===== config.mk =====
export PLATFORM = sky130hd
export DESIGN_NAME = out_rd_controller_fsm
export DESIGN_NICKNAME = d
export VERILOG_FILES = /design/src/rtl/out_rd_controller_fsm_pkg.sv /design/src/rtl/out_rd_controller_fsm_beat_counter.sv /design/src/rtl/out_rd_controller_fsm.sv
export SDC_FILE = /design/constraint.sdc
export NUM_CORES = 1
export LEC_CHECK = 0
export CAP_MARGIN = 20
export CORE_UTILIZATION = 30
export DETAILED_ROUTE_END_ITERATION = 8
export PLACE_DENSITY = 0.74
export SYNTH_ARGS = -nofsm -noshare
export SYNTH_HDL_FRONTEND = slang
export SYNTH_SLANG_ARGS = --single-unit

===== constraint.sdc =====
create_clock -name clk -period 4.7 [get_ports clk]
set_clock_uncertainty 0.05 [all_clocks]
set_input_delay 1.41 -clock clk [delete_from_list [all_inputs] [get_ports clk]]
set_output_delay 1.41 -clock clk [all_outputs]
set_load 0.1 [all_outputs]

===== src/rtl/out_rd_controller_fsm_pkg.sv =====
// Shared constants and state encoding for the output-port read controller.
// Optional length checking is enabled with the OUT_RD_LEN_CHECK_EN macro.
package out_rd_controller_fsm_pkg;

    localparam int DATA_WIDTH_DEF   = 16;
    localparam int DATA_LENGTH_MAX  = 12;
    localparam int WIDTH_LENGTH_DEF = $clog2(DATA_LENGTH_MAX);

    typedef enum logic [2:0] {
        ST_IDLE,
        ST_SOP,
        ST_CTRL,
        ST_DATA,
        ST_DRAIN,
        ST_EOP,
        ST_DONE
    } state_t;

endpackage


===== src/rtl/out_rd_controller_fsm_beat_counter.sv =====
// Payload beat counter: clears at end of frame, counts issued reads and
// flags the read that fetches the final beat of the frame.
module out_rd_beat_counter #(
    parameter int WIDTH_LENGTH = 4
) (
    input  logic                    clk,
    input  logic                    rst_n,
    input  logic                    clr,
    input  logic                    inc,
    input  logic [WIDTH_LENGTH-1:0] len,
    output logic                    last
);

    logic [WIDTH_LENGTH-1:0] cnt;

    always_ff @(posedge clk or negedge rst_n) begin
        if (!rst_n) begin
            cnt <= '0;
        end else if (clr) begin
            cnt <= '0;
        end else if (inc) begin
            cnt <= cnt + WIDTH_LENGTH'(1);
        end
    end

    // Only consulted in DATA, which is never entered with len == 0
    assign last = (cnt == len - WIDTH_LENGTH'(1));

endmodule


===== src/rtl/out_rd_controller_fsm.sv =====
// Output-port read controller: pops a descriptor, streams its payload out of
// the shared cache as sop/ctrl/data/eop. Macro OUT_RD_LEN_CHECK_EN adds length checking.
//
// state | meaning
// IDLE  | waiting for a descriptor
// SOP   | sop pulse, pop and latch descriptor
// CTRL  | control word on data_out
// DATA  | issue cache reads unless held
// DRAIN | last read in flight, final beat presented
// EOP   | eop pulse
// DONE  | done pulse, reset CRC, clear beat counter
module out_rd_controller_fsm
    import out_rd_controller_fsm_pkg::*;
#(
    parameter int DATA_WIDTH   = DATA_WIDTH_DEF,
    parameter int WIDTH_LENGTH = WIDTH_LENGTH_DEF
) (
    input  logic                  clk,
    input  logic                  rst_n,
    input  logic                  desc_empty,
    input  logic [DATA_WIDTH-1:0] desc_data,
    output logic                  desc_rd,
    output logic                  rd_en,
    input  logic [DATA_WIDTH-1:0] rd_data,
    input  logic                  tx_hold,
    output logic                  sop,
    output logic                  valid,
    output logic                  eop,
    output logic [DATA_WIDTH-1:0] data_out,
    output logic [DATA_WIDTH-1:0] ctrl_data_reg,
    output logic                  busy,
    output logic                  done,
    output logic                  crc_rst_n,
    output logic                  err
);

    state_t                  state_q, state_d;
    logic                    rd_en_q;
    logic                    crc_rst;
    logic                    cnt_clr;
    logic                    last_beat;
    logic [WIDTH_LENGTH-1:0] len;

    assign len = ctrl_data_reg[WIDTH_LENGTH-1:0];

    always_ff @(posedge clk or negedge rst_n) begin
        if (!rst_n) begin
            state_q       <= ST_IDLE;
            ctrl_data_reg <= '0;
            rd_en_q       <= 1'b0;
        end else begin
            state_q <= state_d;
            rd_en_q <= rd_en;
            if (state_q == ST_SOP) begin
                ctrl_data_reg <= desc_data;
            end
        end
    end

    always_comb begin
        state_d = state_q;
        sop     = 1'b0;
        desc_rd = 1'b0;
        rd_en   = 1'b0;
        eop     = 1'b0;
        done    = 1'b0;
        crc_rst = 1'b0;
        cnt_clr = 1'b0;
        err     = 1'b0;
        unique case (state_q)
            ST_IDLE: begin
                if (!desc_empty) state_d = ST_SOP;
            end
            ST_SOP: begin
                sop     = 1'b1;
                desc_rd = 1'b1;
                state_d = ST_CTRL;
            end
            ST_CTRL: begin
`ifdef OUT_RD_LEN_CHECK_EN
                // Abort after sop: receiver sees a frame with no eop
                if (len == '0 || 32'(len) > DATA_LENGTH_MAX) begin
                    err     = 1'b1;
                    crc_rst = 1'b1;
                    state_d = ST_IDLE;
                end else begin
                    state_d = ST_DATA;
                end
`else
                state_d = (len == '0) ? ST_EOP : ST_DATA;
`endif
            end
            ST_DATA: begin
                rd_en = !tx_hold;
                if (rd_en && last_beat) state_d = ST_DRAIN;
            end
            ST_DRAIN: state_d = ST_EOP;
            ST_EOP: begin
                eop     = 1'b1;
                state_d = ST_DONE;
            end
            ST_DONE: begin
                done    = 1'b1;
                crc_rst = 1'b1;
                cnt_clr = 1'b1;
                state_d = ST_IDLE;
            end
            default: state_d = ST_IDLE;
        endcase
    end

    out_rd_beat_counter #(
        .WIDTH_LENGTH(WIDTH_LENGTH)
    ) u_beat_counter (
        .clk  (clk),
        .rst_n(rst_n),
        .clr  (cnt_clr),
        .inc  (rd_en),
        .len  (len),
        .last (last_beat)
    );

    assign valid     = rd_en_q;
    assign busy      = (state_q != ST_IDLE);
    assign crc_rst_n = rst_n & !crc_rst;

    always_comb begin
        data_out = '0;
        if (state_q == ST_CTRL) begin
            data_out = ctrl_data_reg;
        end else if (valid) begin
            data_out = rd_data;
        end
    end

endmodule


==> metrics.csv, run 1 <==
metric,value,unit
Final Wtd Congestion,0.828,
fin. max-slew vios,0,
FILL cells,436,
CP top delay family,buffers and inverters,
Synthesis Warnings,0,
Starting DRT DRC Count,57,
R2R setup slack,2.89,ns
post-synth top area share,43.3,%
M1 wire length,1640,um
Max-Cap Viols,0,
fmax,0.251,GHz
worst hold path depth,1,
max layer used,met4,
Util after Layout,50.8,%
global-route wire length before repair,5810,um
syn_area_per_cell,9.56,sq um
multi-input logic area,707,sq um
number of flip-flops in the largest register,16,
Syn Nets,184,
Slowest cell on crit path,and4bb_1,
Critical Path Fanout Max,6,
Die W,70.0,um
reg-to-reg endpoint,state_q[0],
area of the mapped netlist,0.00139,sq mm
Num CTS Buffers,3,
Post-CTS Repair Setup Buffers,0,
shortest period the worst path allows,3.99,ns
placed cell count,263,
CP endpoint kind,output pin,
"Hold-fix buffers, CTS",0,
Core ar.,0.00438,sq mm
Die Area,0.00490,sq mm
Crit Path Class,input pin to output pin,
hold wc startpoint,ctrl_data_reg[5],
sequential share of the synthesized area,43.3,%
share of cells above drive strength 1,21.4,%
R2R cell count,6,
storage element area,601,sq um
Worst-path clk slew,0.08,ns
fin area,0.00223,sq mm
HP Class,flip-flop to flip-flop,
"Arr. time, crit path",2.53,ns
WP depth,3,
P&R area growth vs syn,60.7,%
CP Cell Sequence,"clkdlybuf4s50_1, and4bb_1, buf_12",
die height,70.0,um
Final period util,84.9,%
starting density of the core,31.6,%
slew margin rel.,34.4,%
Critical Path Source,tx_hold,
via count,1243,
Yosys top cell by area,dfrtp_1,
crit path launch type,input pin,
Boundary Pins,77,
ANT cells,0,
latest clock arrival within the worst-skew pair,0.26,ns
FF-to-FF Start,ctrl_data_reg[0],
placed instance area,0.00217,sq mm
FP Rows,24,
drt wl/cell,13.1,um
Yosys cell types,32,
Sink Count,24,
Resize count post-CTS,0,
"slowest stage delay, CP",0.47,ns
GR Overflow Total,0,
RSZ-0062 raised after global routing,false,
vias in the first global route,1197,
met3 wire length,159,um
count of final hold-check violations,0,
Fin Setup TNS,0,ns
Synth Register Bits,24,
DP HPWL,2620,um
Vias/cell,4.66,
Detail Route Antenna Nets,0,
Routed met2 length,1690,um
Clock Path Buffers,2,
Layout Nets,255,
largest net degree at the start of global routing,34,
Finished Layout Cells,267,
"top cells by area, synth","dfrtp_1 43%, mux2_2 11%, nand2_1 9.7%",
WP buf/inv,2,
hold endpoint,ctrl_data_reg[5],
Pre-antenna DRT Iters,4,
Post-route DRC,0,
CTS H-tree depth,1,
GRT Total Usage,14.7,%
clk root buf,clkbuf_8,
antenna violations before repair,0,
outcome,finished clean,
setup violators final,0,
DRT Wirelength,3510,um
TritonCTS clock tree,built,
worst slew pin tran,0.981,ns
Synth Instances,145,
Critical Path RT,3.24,ns
PortBufs,75,
## worst max-delay path by stage
stage	to	slack, ns
after floorplan	crc_rst_n	0.27
after global placement	rd_en	0.70
after detailed placement	rd_en	0.70
after CTS	rd_en	0.70
after global routing	rd_en	0.65
final	rd_en	0.71
## cell usage after synthesis (all sizes together)
| library cell | n |
|---|---|
| nand2 | 36 |
| dfrtp | 24 |
| o21ai | 19 |
| mux2 | 14 |
| buf | 7 |
| nor2 | 7 |
| xnor2 | 5 |
| clkbuf | 4 |
| xor2 | 4 |
| ha | 3 |
| inv | 3 |
| nor3b | 3 |
| mux2i | 2 |
| nand2b | 2 |
| a21oi | 1 |
| a221oi | 1 |
| and4bb | 1 |
| conb | 1 |
| nand3 | 1 |
| nand4 | 1 |
| nor2b | 1 |
| nor3 | 1 |
| nor4 | 1 |
| o211ai | 1 |
| o21a | 1 |
| or3 | 1 |
## layout by cell type, fill, tap and decap left out, types with 2 or more instances in the layout
cell type | Yosys | final
buf_12 | 0 | 6
buf_4 | 3 | 17
clkbuf_8 | 1 | 4
clkdlybuf4s50_1 | 0 | 54
dfrtp_1 | 24 | 24
ha_1 | 3 | 3
inv_1 | 3 | 3
mux2_2 | 14 | 14
mux2i_1 | 2 | 2
nand2_1 | 36 | 36
nor2_1 | 6 | 6
o21ai_0 | 19 | 3
o21ai_1 | 0 | 16
xnor2_1 | 5 | 5
xor2_1 | 4 | 4
## logic make-up (layout without fill, tap and decap cells)
| kind of cell | count (synthesis) | in the layout | synth area share [%] |
|---|---|---|---|
| multiplexers | 16 | 16 | 12.8 |
| buffers and inverters | 14 | 84 | 6.14 |
| flip-flops | 24 | 24 | 43.3 |
| adder cells (fa/ha/maj) | 3 | 3 | 2.71 |
| AND/OR/NAND/NOR | 55 | 55 | 20.1 |
| AO/OA/AOI/OAI | 23 | 23 | 8.94 |
| XOR/XNOR | 9 | 9 | 5.69 |
| other | 1 | 1 | 0.270 |
## final cells by class
type                            instances  area share [%]
Clock buffer                            4            2.47
Inverter                                3           0.506
Multi-Input combinational cell        107            31.7
Sequential cell                        24            27.0
Tap cell                               52            2.92
Timing Repair Buffer                   77            35.4
## through the flow
stage                     setup WS, ns  hold WS [ns]
final                            0.709         0.489
after global routing             0.647         0.515
after CTS                        0.697         0.495
after detailed placement         0.695         0.474
after global placement           0.703         0.470
after floorplan                  0.274         0.475
## layer usage
layer  global-route usage, %  vias up
met2                    24.0       37
met5                       0        -
li1                        -      622
met3                    1.73        2
met1                    20.2      582
met4                    4.67        0
## worst register-to-register path: stages (launching register included)
cell,delay [ns]
dfrtp_1,0.46
inv_1,0.11
ha_1,0.31
xor2_1,0.16
nand2_1,0.07
nor4_2,0.37
a221oi_1,0.14
Power of run 1 is not shown: default switching activity piles up to over one toggle a cycle in this logic, so the estimate is an artifact.
==> run 2: changes to the inputs <==
==> constraint.sdc (replaced) <==
create_clock -name clk -period 3.7 [get_ports clk]
set_clock_uncertainty 0.05 [all_clocks]
set_input_delay 1.11 -clock clk [delete_from_list [all_inputs] [get_ports clk]]
set_output_delay 1.11 -clock clk [all_outputs]
set_load 0.1 [all_outputs]
==> metrics.csv, run 2 (synthesized netlist as in run 1, its figures left out) <==
metric,value,unit,change
GRT Total Usage,15.4,%,+0.70 points
shortest period the worst path allows,3.27,ns,
Resize count post-CTS,0,,unchanged
global-route wire length before repair,6020,um,+3.6%
fmax,0.306,GHz,
Critical Path Fanout Max,2,,-4
fin. max-slew vios,0,,unchanged
FILL cells,393,,-9.9%
P&R area growth vs syn,74.3,%,
Clock Path Buffers,2,,unchanged
slew margin rel.,62.7,%,+28 points
vias in the first global route,1271,,+6.2%
crit path launch type,input pin,,
Post-CTS Repair Setup Buffers,0,,unchanged
antenna violations before repair,0,,unchanged
Die Area,0.00490,sq mm,unchanged
FP Rows,24,,unchanged
Fin Setup TNS,0,ns,unchanged
"Arr. time, crit path",2.11,ns,-0.42 ns
HP Class,flip-flop to flip-flop,,
ANT cells,0,,unchanged
number of flip-flops in the largest register,16,,unchanged
Crit Path Class,input pin to output pin,,
placed cell count,264,,+0.38%
Post-route DRC,0,,unchanged
CTS H-tree depth,1,,unchanged
Pre-antenna DRT Iters,4,,unchanged
CP endpoint kind,output pin,,
Core ar.,0.00438,sq mm,unchanged
largest net degree at the start of global routing,34,,unchanged
RSZ-0062 raised after global routing,false,,
latest clock arrival within the worst-skew pair,0.27,ns,about the same
Vias/cell,4.64,,-0.37%
starting density of the core,31.6,%,unchanged
Util after Layout,55.1,%,+4.3 points
count of final hold-check violations,0,,unchanged
Num CTS Buffers,3,,unchanged
GR Overflow Total,0,,unchanged
share of cells above drive strength 1,37.5,%,+16 points
clk root buf,clkbuf_8,,
outcome,finished clean,,
Starting DRT DRC Count,40,,-30%
"most common cell after layout, fill and taps aside",nand2_1,,
Boundary Pins,77,,unchanged
Final period util,88.4,%,
Detail Route Antenna Nets,0,,unchanged
Layout Nets,256,,+0.39%
"Hold-fix buffers, CTS",0,,unchanged
TritonCTS clock tree,built,,
PortBufs,75,,unchanged
via count,1243,,unchanged
Finished Layout Cells,268,,+0.37%
setup violators final,0,,unchanged
Max-Cap Viols,0,,unchanged
Critical Path RT,2.54,ns,-0.70 ns
die height,70.0,um,unchanged
multi-input logic area,769,sq um,+8.8%
most frequent cells in the layout,"36 x nand2_1, 35 x clkdlybuf4s50_1, 25 x buf_4, 24 x dfrtp_1, 18 x buf_12",,
Final Wtd Congestion,0.713,,-14%
drt wl/cell,13.2,um,+0.42%
worst slew pin tran,0.560,ns,-0.421 ns
Worst-path clk slew,0.09,ns,about the same
Hold WS,0.492,ns,+0.00286 ns
storage element area,601,sq um,unchanged
DP HPWL,2740,um,+4.7%
DRT Wirelength,3540,um,+0.80%
Die W,70.0,um,unchanged
Sink Count,24,,unchanged
run 2: cell types whose count changed in the layout (fill, tap and decap cells not counted):
| cell | delta |
|---|---|
| clkdlybuf4s50_1 | -19 |
| o21ai_1 | -15 |
| o21ai_2 | +15 |
| buf_12 | +12 |
| buf_4 | +8 |
| bufinv_16 | +1 |
| clkbuf_8 | -1 |
| nor3b_2 | -1 |
| nor3b_4 | +1 |
run 2: layout make-up:
type	count	area share (%)
clock buffers	3	1.71
flip-flops and latches	24	24.9
multi-input cells	107	31.8
well taps	52	2.69
inverters	3	0.466
repair buffers	78	37.2
clock inverters	1	1.24
run 2: path summary, 6_finish.rpt:
path | end | slack, ns | depth (start not counted) | start
setup / recovery | rd_en | 0.43 | 3 | tx_hold
hold / removal | ctrl_data_reg[12] | 0.49 | 1 | ctrl_data_reg[12]
setup reg to reg | state_q[0] | 1.86 | 6 | ctrl_data_reg[0]
hold reg to reg | ctrl_data_reg[12] | 0.49 | 1 | ctrl_data_reg[12]
max in group asynchronous | ctrl_data_reg[15] | 2.19 | 2 | rst_n
min in group asynchronous | ctrl_data_reg[4] | 1.18 | 2 | rst_n
run 2: worst max-delay path: stages:
cell and delay, ns:
clkdlybuf4s50_1 0.43, and4bb_1 0.37, buf_12 0.20
run 2: routing by layer:
metal  vias to the layer above  GRT usage (%)  part of all wire (%)
met1                       571           18.1                    42
met2                        43           26.5                    50
met5                         -              0                     0
met3                         8           3.46                   5.2
met4                         0           7.11                   2.6
li1                        621              -                     -
run 2: stage by stage:
step / instance area (sq um) / setup WS (ns)
finish: 2420 / 0.429
global placement: 2340 / 0.448
CTS: 2420 / 0.415
floorplan: 1450 / -0.346
detailed placement: 2340 / 0.426
global route: 2420 / 0.366
Power of run 2 is left out for the same reason.
